<file path="config.mk">
export PLATFORM = sky130hd
export DESIGN_NAME = warp_bundle_queue
export DESIGN_NICKNAME = d
export VERILOG_FILES = /design/src/rtl/warp_bundle_queue.sv
export SDC_FILE = /design/constraint.sdc
export NUM_CORES = 1
export LEC_CHECK = 0
export CORE_ASPECT_RATIO = 1.4
export CORE_MARGIN = 3
export CORE_UTILIZATION = 64
export CTS_CLUSTER_SIZE = 20
export DETAILED_ROUTE_END_ITERATION = 16
export PLACE_DENSITY = 0.9
export SYNTH_ARGS = -nofsm -noshare
export SYNTH_HDL_FRONTEND = slang
export SYNTH_SLANG_ARGS = --single-unit
</file>
<file path="constraint.sdc">
create_clock -name i_clk -period 5.1 [get_ports i_clk]
set_clock_uncertainty 0.05 [all_clocks]
set_input_delay 1.02 -clock i_clk [delete_from_list [all_inputs] [get_ports i_clk]]
set_output_delay 1.02 -clock i_clk [all_outputs]
set_load 0.02 [all_outputs]
</file>
<file path="src/rtl/warp_bundle_queue.sv">
// warp_bundle_queue: decoded-bundle circular buffer between decode and issue, 0-2 bundles in and out per cycle.
// Latency: a bundle enqueued in cycle t is presented in cycle t+1 (0 cycles when empty with bypass built in).
// Backpressure: o_in_ready comes from registered occupancy only (room for a full pair); an issue handshake pops every presented bundle.
//
// Ports:
//   i_clk, i_rst_n          clock, synchronous active-low reset (clears pointers and count, not storage)
//   i_flush                 drop all queued bundles; overrides enqueue and dequeue in the same cycle
//   o_in_ready              queue can take two bundles this cycle
//   i_in0_valid/_bundle     older incoming bundle
//   i_in1_valid/_bundle     younger incoming bundle, only meaningful together with i_in0_valid
//   o_output_valid          o_bundle0 valid (issue input valid)
//   o_bundle1_valid         o_bundle1 valid
//   i_output_ready          issue accepts all presented bundles
//   o_bundle0/o_bundle1     oldest / second-oldest bundle, zero when not valid
//
// Optional feature: define WARP_BUNDLEQ_BYPASS_EN to let incoming bundles reach the
// outputs in the same cycle while the queue is empty; without it outputs come from storage only.

`ifndef BUNDLE_SIZE
`define BUNDLE_SIZE 32
`endif

module warp_bundle_queue #(
   parameter  int DEPTH = 8,
   localparam int PTR_W = $clog2(DEPTH)
) (
   input  logic                    i_clk,
   input  logic                    i_rst_n,
   input  logic                    i_flush,
   output logic                    o_in_ready,
   input  logic                    i_in0_valid,
   input  logic                    i_in1_valid,
   input  logic [`BUNDLE_SIZE-1:0] i_in0_bundle,
   input  logic [`BUNDLE_SIZE-1:0] i_in1_bundle,
   output logic                    o_output_valid,
   output logic                    o_bundle1_valid,
   input  logic                    i_output_ready,
   output logic [`BUNDLE_SIZE-1:0] o_bundle0,
   output logic [`BUNDLE_SIZE-1:0] o_bundle1
);

   localparam logic [PTR_W:0]   C_CNT_ONE  = (PTR_W+1)'(1);
   localparam logic [PTR_W:0]   C_CNT_TWO  = (PTR_W+1)'(2);
   localparam logic [PTR_W:0]   C_IN_LIMIT = (PTR_W+1)'(DEPTH-2);
   localparam logic [PTR_W-1:0] C_PTR_ONE  = (PTR_W)'(1);

   // Storage and pointer state
   logic [`BUNDLE_SIZE-1:0] r_mem [DEPTH];
   logic [PTR_W-1:0]        r_head;
   logic [PTR_W-1:0]        r_tail;
   logic [PTR_W:0]          r_count;

   // Combinational helpers
   logic [PTR_W-1:0]        w_head1;
   logic [PTR_W-1:0]        w_tail1;
   logic                    w_in_ready;
   logic                    w_q_vld0;
   logic                    w_q_vld1;
   logic [`BUNDLE_SIZE-1:0] w_q_dat0;
   logic [`BUNDLE_SIZE-1:0] w_q_dat1;
   logic                    w_bypass;
   logic                    w_bypass_take;
   logic                    w_wr_en;
   logic                    w_wr_pair;
   logic [PTR_W:0]          w_n_in;
   logic [PTR_W:0]          w_n_out;
   logic [PTR_W:0]          w_count_nxt;

   // DEPTH is a power of two, so pointer arithmetic wraps for free; a pair
   // straddling entry DEPTH-1/0 needs no special casing.
   assign w_head1 = r_head + C_PTR_ONE;
   assign w_tail1 = r_tail + C_PTR_ONE;

   // Room for a whole pair, from registered state only so decode never sees
   // a combinational path from issue's ready.
   assign w_in_ready = (r_count <= C_IN_LIMIT);
   assign o_in_ready = w_in_ready;

   assign w_q_vld0 = (r_count != '0);
   assign w_q_vld1 = (r_count >= C_CNT_TWO);
   assign w_q_dat0 = r_mem[r_head];
   assign w_q_dat1 = r_mem[w_head1];

`ifdef WARP_BUNDLEQ_BYPASS_EN
   // Empty queue: incoming bundles are shown directly; a flush cycle never bypasses.
   assign w_bypass = (r_count == '0) && !i_flush;
`else
   assign w_bypass = 1'b0;
`endif

   // Bypassed bundles taken by issue in the same cycle never touch storage.
   assign w_bypass_take = w_bypass & i_in0_valid & i_output_ready;

   // Valid while not ready is dropped; in1 alone is ignored.
   assign w_wr_en   = w_in_ready & i_in0_valid & ~w_bypass_take;
   assign w_wr_pair = w_wr_en & i_in1_valid;
   assign w_n_in    = w_wr_en ? (w_wr_pair ? C_CNT_TWO : C_CNT_ONE) : '0;

   // Dequeue uses stored valids only; during bypass count is 0 so this is 0.
   assign w_n_out = (w_q_vld0 & i_output_ready) ? (w_q_vld1 ? C_CNT_TWO : C_CNT_ONE) : '0;

   assign w_count_nxt = r_count + w_n_in - w_n_out;

   // Output mux; any slot without valid is forced to zero.
   always_comb begin
      o_output_valid  = w_q_vld0;
      o_bundle1_valid = w_q_vld1;
      o_bundle0       = w_q_vld0 ? w_q_dat0 : '0;
      o_bundle1       = w_q_vld1 ? w_q_dat1 : '0;
      if (w_bypass) begin
         o_output_valid  = i_in0_valid;
         o_bundle1_valid = i_in0_valid & i_in1_valid;
         o_bundle0       = i_in0_valid ? i_in0_bundle : '0;
         o_bundle1       = (i_in0_valid & i_in1_valid) ? i_in1_bundle : '0;
      end
   end

   // Pointers and occupancy. Reset beats flush; flush beats enqueue/dequeue.
   always_ff @(posedge i_clk) begin
      if (!i_rst_n) begin
         r_head  <= '0;
         r_tail  <= '0;
         r_count <= '0;
      end else if (i_flush) begin
         r_head  <= '0;
         r_tail  <= '0;
         r_count <= '0;
      end else begin
         r_head  <= r_head + w_n_out[PTR_W-1:0];
         r_tail  <= r_tail + w_n_in[PTR_W-1:0];
         r_count <= w_count_nxt;
      end
   end

   // Storage is intentionally not reset; outputs are masked by the valids.
   always_ff @(posedge i_clk) begin
      if (i_rst_n && !i_flush && w_wr_en) begin
         r_mem[r_tail] <= i_in0_bundle;
         if (w_wr_pair) begin
            r_mem[w_tail1] <= i_in1_bundle;
         end
      end
   end

endmodule

</file>
Word level (Yosys, flattened, before mapping)

Memories as Yosys holds them, arrays and structs flattened. A register that Yosys moved wholly into a read port is not among the register bits.
Index checks and enable logic that the tools add are counted.

Logic and storage cells: 33
RAM bits: 256
Bits in registers: 10
Memories kept: 1
Output and inout port bits: 67

Add/subtract/negate cells: 6
$lt $le $gt $ge: 2
Multiplexer cells: 12
Bitwise gates (word level): 4
Reduce and logical (&&, ||, !) cells: 5

Memory list:

| memory | words | width | read ports | clocked after Yosys merged registers in | wr ports | RTL line | text |
|---|---|---|---|---|---|---|---|
| r_mem  | 8     | 32    | 2          | 1                                       | 2        | 48       | `` logic [`BUNDLE_SIZE-1:0] r_mem [DEPTH]; `` |

Operator list:

| cell                | number |
|---|---|
| $mux 32             | 2 |
| $mux 2              | 4 |
| $add 3x1->3 const B | 2 |
| $add 3x2->3         | 2 |
| $mux 1              | 5 |
| $add 4x2->4         | 1 |
| $ge 4x2->1 const B  | 1 |
| $le 4x3->1 const B  | 1 |
| $reduce_bool 4->1   | 1 |
| $sub 4x2->4         | 1 |
| $and 1x1->1         | 3 |
| $mux 3              | 1 |
| $logic_and 1x1->1   | 2 |
| $reduce_or 2->1     | 1 |
| $logic_not 1->1     | 1 |
| $not 1->1           | 1 |

Depth between registers and ports, before layout

Gate-level depths: netlist of run 1.

Word-level depth: 7
Mapped depth: 14
Gate-level depth less buffers: 13

Worst setup path after synthesis of run 1

No wires, ideal clock.

Path type: input-to-reg
From: input i_rst_n
To: memory r_mem[4][0] (netlist bit), enable pin
Setup time: 432 ps
Required time: 4618 ps
Slack: 1594 ps
Arrival: 3024 ps
Stages on the path: 3
Cells stage by stage: nor2b_4 > o2111ai_4 > a21oi_1

RTL lines:

| element         | RTL line | text |
|---|---|---|
| start, declared | 28       | `input logic i_rst_n,` |
| end, declared   | 48       |  |

Worst setup path in the final report of run 1

From: register r_head[0]
To: output o_bundle1[23]

Cells in the longest elaborated chain, start to end: 3

RTL lines:

| element                | RTL line | text |
|---|---|---|
| start, declared        | 49       | `logic [PTR_W-1:0] r_head;` |
| start signal, assigned | 129      | `r_head <= r_head + w_n_out[PTR_W-1:0];` |
| $add 3x1->3            | 71       | `assign w_head1 = r_head + C_PTR_ONE;` |
| $mem_v2 8x32           | n/a      |  |
| $mux 32                | 109      | `o_bundle1 = w_q_vld1 ? w_q_dat1 : '0;` |
| end, declared          | 39       | `` output logic [`BUNDLE_SIZE-1:0] o_bundle1 `` |

No other way between the ends.

==> impl_metrics.yaml, run 1 <==
run_status:
  status: "finished clean"
timing:
  fmax_mhz: 205
  rsz0062_at_grt: "false"
  final-setup-viol-count: 0
  period_needed_ps: 4870
  setup_slack_ps: 230
  holdWs_ps: 595
  finalHoldViolations: 0
  slew_headroom_pct: 23.6
  min_period_over_period_pct: 95.5
  tns_ps: 0
  drv_slew: 0
  tightest_slew_ps: 1150
worst_setup_path:
  crit_required_ps: 4030
  crit_buf_inv: 3
  worst_path_max_delay_cell: "nor2b_2"
  reg2reg_slack_ps: 1910
  worstSetupPathType: "flop to primary output"
  critPathLaunch: "r_head[0]"
  r2r_start: "r_count[3]"
  critPathTopFamily: "buffers and inverters"
  startpoint_type: "flop"
  critPathCaptureType: "primary output"
  crit_chain: "ha_4, xnor2_1, nor2b_2, buf_4, buf_4, a22oi_1, and3_1, clkdlybuf4s50_1"
  cpMostUsedCell: "buf_4"
  worstPathArrival_ps: 3800
  crit_path_max_incr_delay_ps: 690
  cp_max_fo: 14
cells_and_area:
  drive_gt1_share_pct: 27.5
  area_growth_pct: 16.4
  postLayoutCoreUtil_pct: 75.8
  nNetsFinal: 1390
global_routing:
  grt_max_degree: 162
  antenna_found_initial: 3
  grt_overflow_total: 0
  track_usage_pct: 32.9
  grt_pass1_wl_um: 69300
  grt_pass1_vias: 12200
hold_path:
  min-delay-start: "r_count[0]"
  min_path_type: "flop to flop"
synth:
  async_flop_share_pct: 0
  yosysSeqAreaShare_pct: 49.1
  postSynthCellCount: 1206
  synth_fp_nets: 1290
  synthesis.area_sq_um: 16100
  netlist-cell-type-count: 38
  postSynthAreaPerCell_sq_um: 13.3
  synth_edf_count: 256
  ys_ff_latch: 266
  yosysWarnings: 0
  synthFlopType: "edfxtp_1"
cts:
  cts_setup_buffers: 0
  cts_root_buf: "clkbuf_16"
  ctsHoldBuffers: 0
  cts_buffers: 26
  cts_resized: 0
  h-tree-depth: 1
  cts.path.max_buffers: 3
  clk-insertion-delay-late_ps: 530
  path_clk_slew_ps: 60
  cts_tree: "yes"
  clkSinkCount: 266
die:
  rows: 68
  die_h_um: 194
  io_pins: 137
  die_w_um: 140
  initial_core_util_pct: 65.1
  coreArea_sq_um: 24700
  die_area_sq_um: 27100
pwr:
  leakage_nw: 6.20
  power_density_nw_per_um2: 357
  p_total_mw: 6.67
  max-vdd-ir-drop_v: 0.000359
route:
  drc: 0
  drt_iter0_markers: 1298
  drtAntennaViolNets: 0
  wl_um: 45900
  dr.pass1.iters: 5
  wl_per_cell_um: 27.9
  via_per_inst: 6.96
  route.vias.total: 11400
placed_design:
  pre_cts_ws_ps: 947
  post-dp-hpwl_um: 26700
  portBuffers: 136
  gp_congestion: 0.849
job:
  drv_cap: 0
path summary, 6_finish.rpt:
kind / end / depth (start not counted)
min: r_count[0] / 2
min reg2reg: r_count[0] / 2
max reg2reg: r_mem[5][0] / 7
max: o_bundle1[23] / 8
cells in the mapped netlist, types with 12 or more instances:
cell / number / share of area [%]
a211oi_1: 32 / 1.5
a21oi_1: 37 / 1.2
a22oi_1: 98 / 4.6
and3_1: 65 / 2.5
buf_2: 40 / 1.2
clkbuf_1: 50 / 1.2
edfxtp_1: 256 / 48
inv_1: 12 / 0.28
mux2_2: 226 / 16
mux2_4: 30 / 2.8
mux2i_1: 224 / 14
nor2_1: 19 / 0.44
nor2b_1: 39 / 1.5
flip-flops by register name, summed over array words and instances (netlist names):
register	cells
r_tail	3
r_mem	256
r_head	3
r_count	4
cells in the final DEF, fill, tap and decap left out, types with 2 or more instances in the layout:
cell             count
and3_2               2
inv_1               12
mux2_4              30
nand2_1              7
clkbuf_1             5
nor2_1              11
clkdlybuf4s50_1    136
and2_1               3
buf_4               29
a22oi_1             98
bufinv_16            6
a21oi_1             35
edfxtp_1           256
or2_2                2
and2_2               6
nor2b_1             35
clkinv_1             4
a21oi_4              2
and3_1              65
clkinv_2             5
mux2i_1            224
fa_1                 4
ha_1                 9
dfxtp_1              9
xnor2_1              5
buf_12               4
diode_2              3
clkbuf_16           27
nand3_1              4
a211oi_1            32
nor2b_2              4
nand3_2              6
mux2_2             226
nor2_4               7
cell type report:
cell class,count,area [sq um]
fillers,1522,5960
diodes,3,7.51
inverters,12,45.0
well taps,315,394
clock inverters,16,228
flip-flops and latches,266,7890
repair buffers,169,1660
multi-input cells,831,7790
clock buffers,32,694
layer usage:
metal	vias up	global-route usage [%]	share of wire, %
met5	-	0	0
met2	672	57.6	52
li1	4931	-	-
met1	5663	38.7	35
met3	180	4.67	7.8
met4	0	18.4	5.3
power breakdown:
part           switching (mW)  internal [mW]  leakage (nW)  total, mW
combinational            1.17          0.939          3.36       2.11
clock                   0.826           1.27         0.449       2.09
sequential             0.0261           2.44          2.39       2.47
total                    2.03           4.65          6.20       6.67
cell families after synthesis:
group	share of synthesized area [%]
flops	49.1
mux	32.6
compound gates	7.59
xor+xnor	0.428
buf+inv	3.25
fa+ha+maj	1.28
simple gates	5.79
through the flow:
stage               cells  area (sq um)
finish               1644         18700
global route         1644         18700
CTS                  1641         18700
detailed placement   1593         17800
global placement     1593         17800
floorplan            1206         16100
worst reg2reg max path: stages, from the launching register on:
cell	delay, ps
dfxtp_1	300
inv_1	100
ha_1	210
and2_2	220
o2111ai_4	590
or3_2	580
buf_4	490
mux2_2	400
No activity file was read; power rests on OpenSTA's default activity.
==> run 2, diff against run 1 <==
--- a/config.mk
+++ b/config.mk
@@ -7,10 +7,10 @@
 export LEC_CHECK = 0
 export CORE_ASPECT_RATIO = 1.4
 export CORE_MARGIN = 3
-export CORE_UTILIZATION = 64
+export CORE_UTILIZATION = 53
 export CTS_CLUSTER_SIZE = 20
 export DETAILED_ROUTE_END_ITERATION = 16
-export PLACE_DENSITY = 0.9
+export PLACE_DENSITY = 0.8
 export SYNTH_ARGS = -nofsm -noshare
 export SYNTH_HDL_FRONTEND = slang
 export SYNTH_SLANG_ARGS = --single-unit
==> constraint.sdc (replaced) <==
create_clock -name i_clk -period 4.1 [get_ports i_clk]
set_clock_uncertainty 0.05 [all_clocks]
set_input_delay 0.82 -clock i_clk [delete_from_list [all_inputs] [get_ports i_clk]]
set_output_delay 0.82 -clock i_clk [all_outputs]
set_load 0.01 [all_outputs]
==> run 2 against run 1 <==
  * Cell count is 4.5% higher
  * Register-to-register slack worse by 890 ps
  * Setup slack worse by 24 ps
  * Power grew 19%
  * Sequential share of layout area fell by 0.60 points
  * Combinational power rose by 17%
==> impl_metrics.yaml, run 2 (same netlist as run 1, synthesis figures left out) <==
die:
  die_area_sq_um: 32500
  coreArea_sq_um: 29500
  initial_core_util_pct: 54.4
  io_pins: 137
  die_w_um: 153
  rows: 74
  die_h_um: 212
timing:
  holdWs_ps: 596
  tns_ps: 0
  fmax_mhz: 257
  period_needed_ps: 3890
  finalHoldViolations: 0
  final-setup-viol-count: 0
  drv_slew: 0
  rsz0062_at_grt: "false"
  tightest_slew_ps: 1010
  slew_headroom_pct: 33.0
  min_period_over_period_pct: 95.0
cells_and_area:
  layout_common_cells: "256 x edfxtp_1, 226 x mux2_2, 224 x mux2i_1"
  largest_reg_flops: 256
  nNetsFinal: 1398
  area_growth_pct: 18.1
  drive_gt1_share_pct: 27.6
  top_regs: "r_mem x256, r_count x4"
  largest_register: "r_mem"
  mostFrequentLayoutCell: "edfxtp_1"
job:
  drv_cap: 0
run_status:
  status: "finished clean"
global_routing:
  grt_pass1_wl_um: 69200
  antenna_found_initial: 1
  grt_overflow_total: 0
  track_usage_pct: 27.7
  grt_max_degree: 162
  grt_pass1_vias: 11600
route:
  dr.pass1.iters: 6
  wl_um: 46500
  drc: 0
  wl_per_cell_um: 27.1
  drt_iter0_markers: 1079
  via_per_inst: 6.58
  drtAntennaViolNets: 0
  route.vias.total: 11300
worst_setup_path:
  cp_max_fo: 17
  crit_buf_inv: 2
  worstSetupPathType: "flop to primary output"
  worstPathArrival_ps: 3020
  critPathTopFamily: "buffers and inverters"
  worst_path_max_delay_cell: "clkdlybuf4s50_1"
  startpoint_type: "flop"
  crit_required_ps: 3230
  crit_chain: "ha_4, xnor2_1, nor2_4, buf_4, a22oi_1, and3_1, clkdlybuf4s50_1"
  critPathCaptureType: "primary output"
  crit_path_max_incr_delay_ps: 550
cts:
  clkSinkCount: 266
  cts_root_buf: "clkbuf_16"
  cts.path.max_buffers: 3
  h-tree-depth: 1
  cts_buffers: 28
  cts_tree: "yes"
  clk-insertion-delay-late_ps: 540
  path_clk_slew_ps: 60
pwr:
  power_density_nw_per_um2: 419
  leakage_nw: 6.27
  max-vdd-ir-drop_v: 0.000386
hold_path:
  min_path_type: "flop to flop"
placed_design:
  post-dp-hpwl_um: 28000
  gp_congestion: 0.857
  portBuffers: 136
run 2: metal layers:
metal,vias to the layer above,track usage [%],share of wire (%)
met1,5649,33.1,36
met3,134,4.17,7.7
met4,0,14.0,4.8
met2,566,48.8,51
li1,4954,-,-
met5,-,0,0
run 2: path summary, 6_finish.rpt:
| check | start | slack, ps | cells after the start | end |
|---|---|---|---|---|
| worst max register to register | r_count[3] | 1020 | 12 | r_count[3] |
| worst max-delay path | r_head[1] | 210 | 7 | o_bundle1[27] |
| worst min-delay path | r_count[0] | 600 | 2 | r_count[0] |
| worst min register to register | r_count[0] | 600 | 2 | r_count[0] |
run 2: power breakdown:
group / internal (mW) / leakage [nW] / total, mW / switching [mW]
combinational: 1.21 / 3.46 / 2.46 / 1.25
clock: 1.40 / 0.424 / 2.44 / 1.04
sequential: 3.04 / 2.39 / 3.07 / 0.0285
total: 5.64 / 6.27 / 7.96 / 2.32
run 2: worst min-delay path: cells and delay by family, from the launching register on:
kind / cells / cell delay (ps)
fa+ha+maj: 1 / 140
flops: 1 / 370
simple gates: 1 / 110
run 2: area by class of cell:
class                           instances  area, sq um
Fill cell                            2169        10600
Sequential cell                       266         7890
Multi-Input combinational cell        831         7810
Timing Repair Buffer                  175         1880
Clock buffer                           42          795
Tap cell                              380          475
Clock inverter                         10         77.6
Inverter                               12         45.0
Antenna cell                            2         5.00
run 2: through the flow:
step | util [%] | cells | instance area, sq um | power, mW | setup slack (ps)
floorplan | - | 1206 | 16100 | 4.40 | 794
global placement | 61.3 | 1664 | 18100 | 5.53 | 545
detailed placement | 61.3 | 1664 | 18100 | 5.56 | 510
CTS | 64.2 | 1716 | 19000 | 7.97 | 73.2
global route | 64.3 | 1717 | 19000 | 8.22 | 80.0
finish | 64.3 | 1718 | 19000 | 7.96 | 206
run 2: repair_timing:
action	CTS	global route
hold buffers	0	0
setup buffers	0	0
gates resized for setup	0	2
setup endpoints to repair	0	2
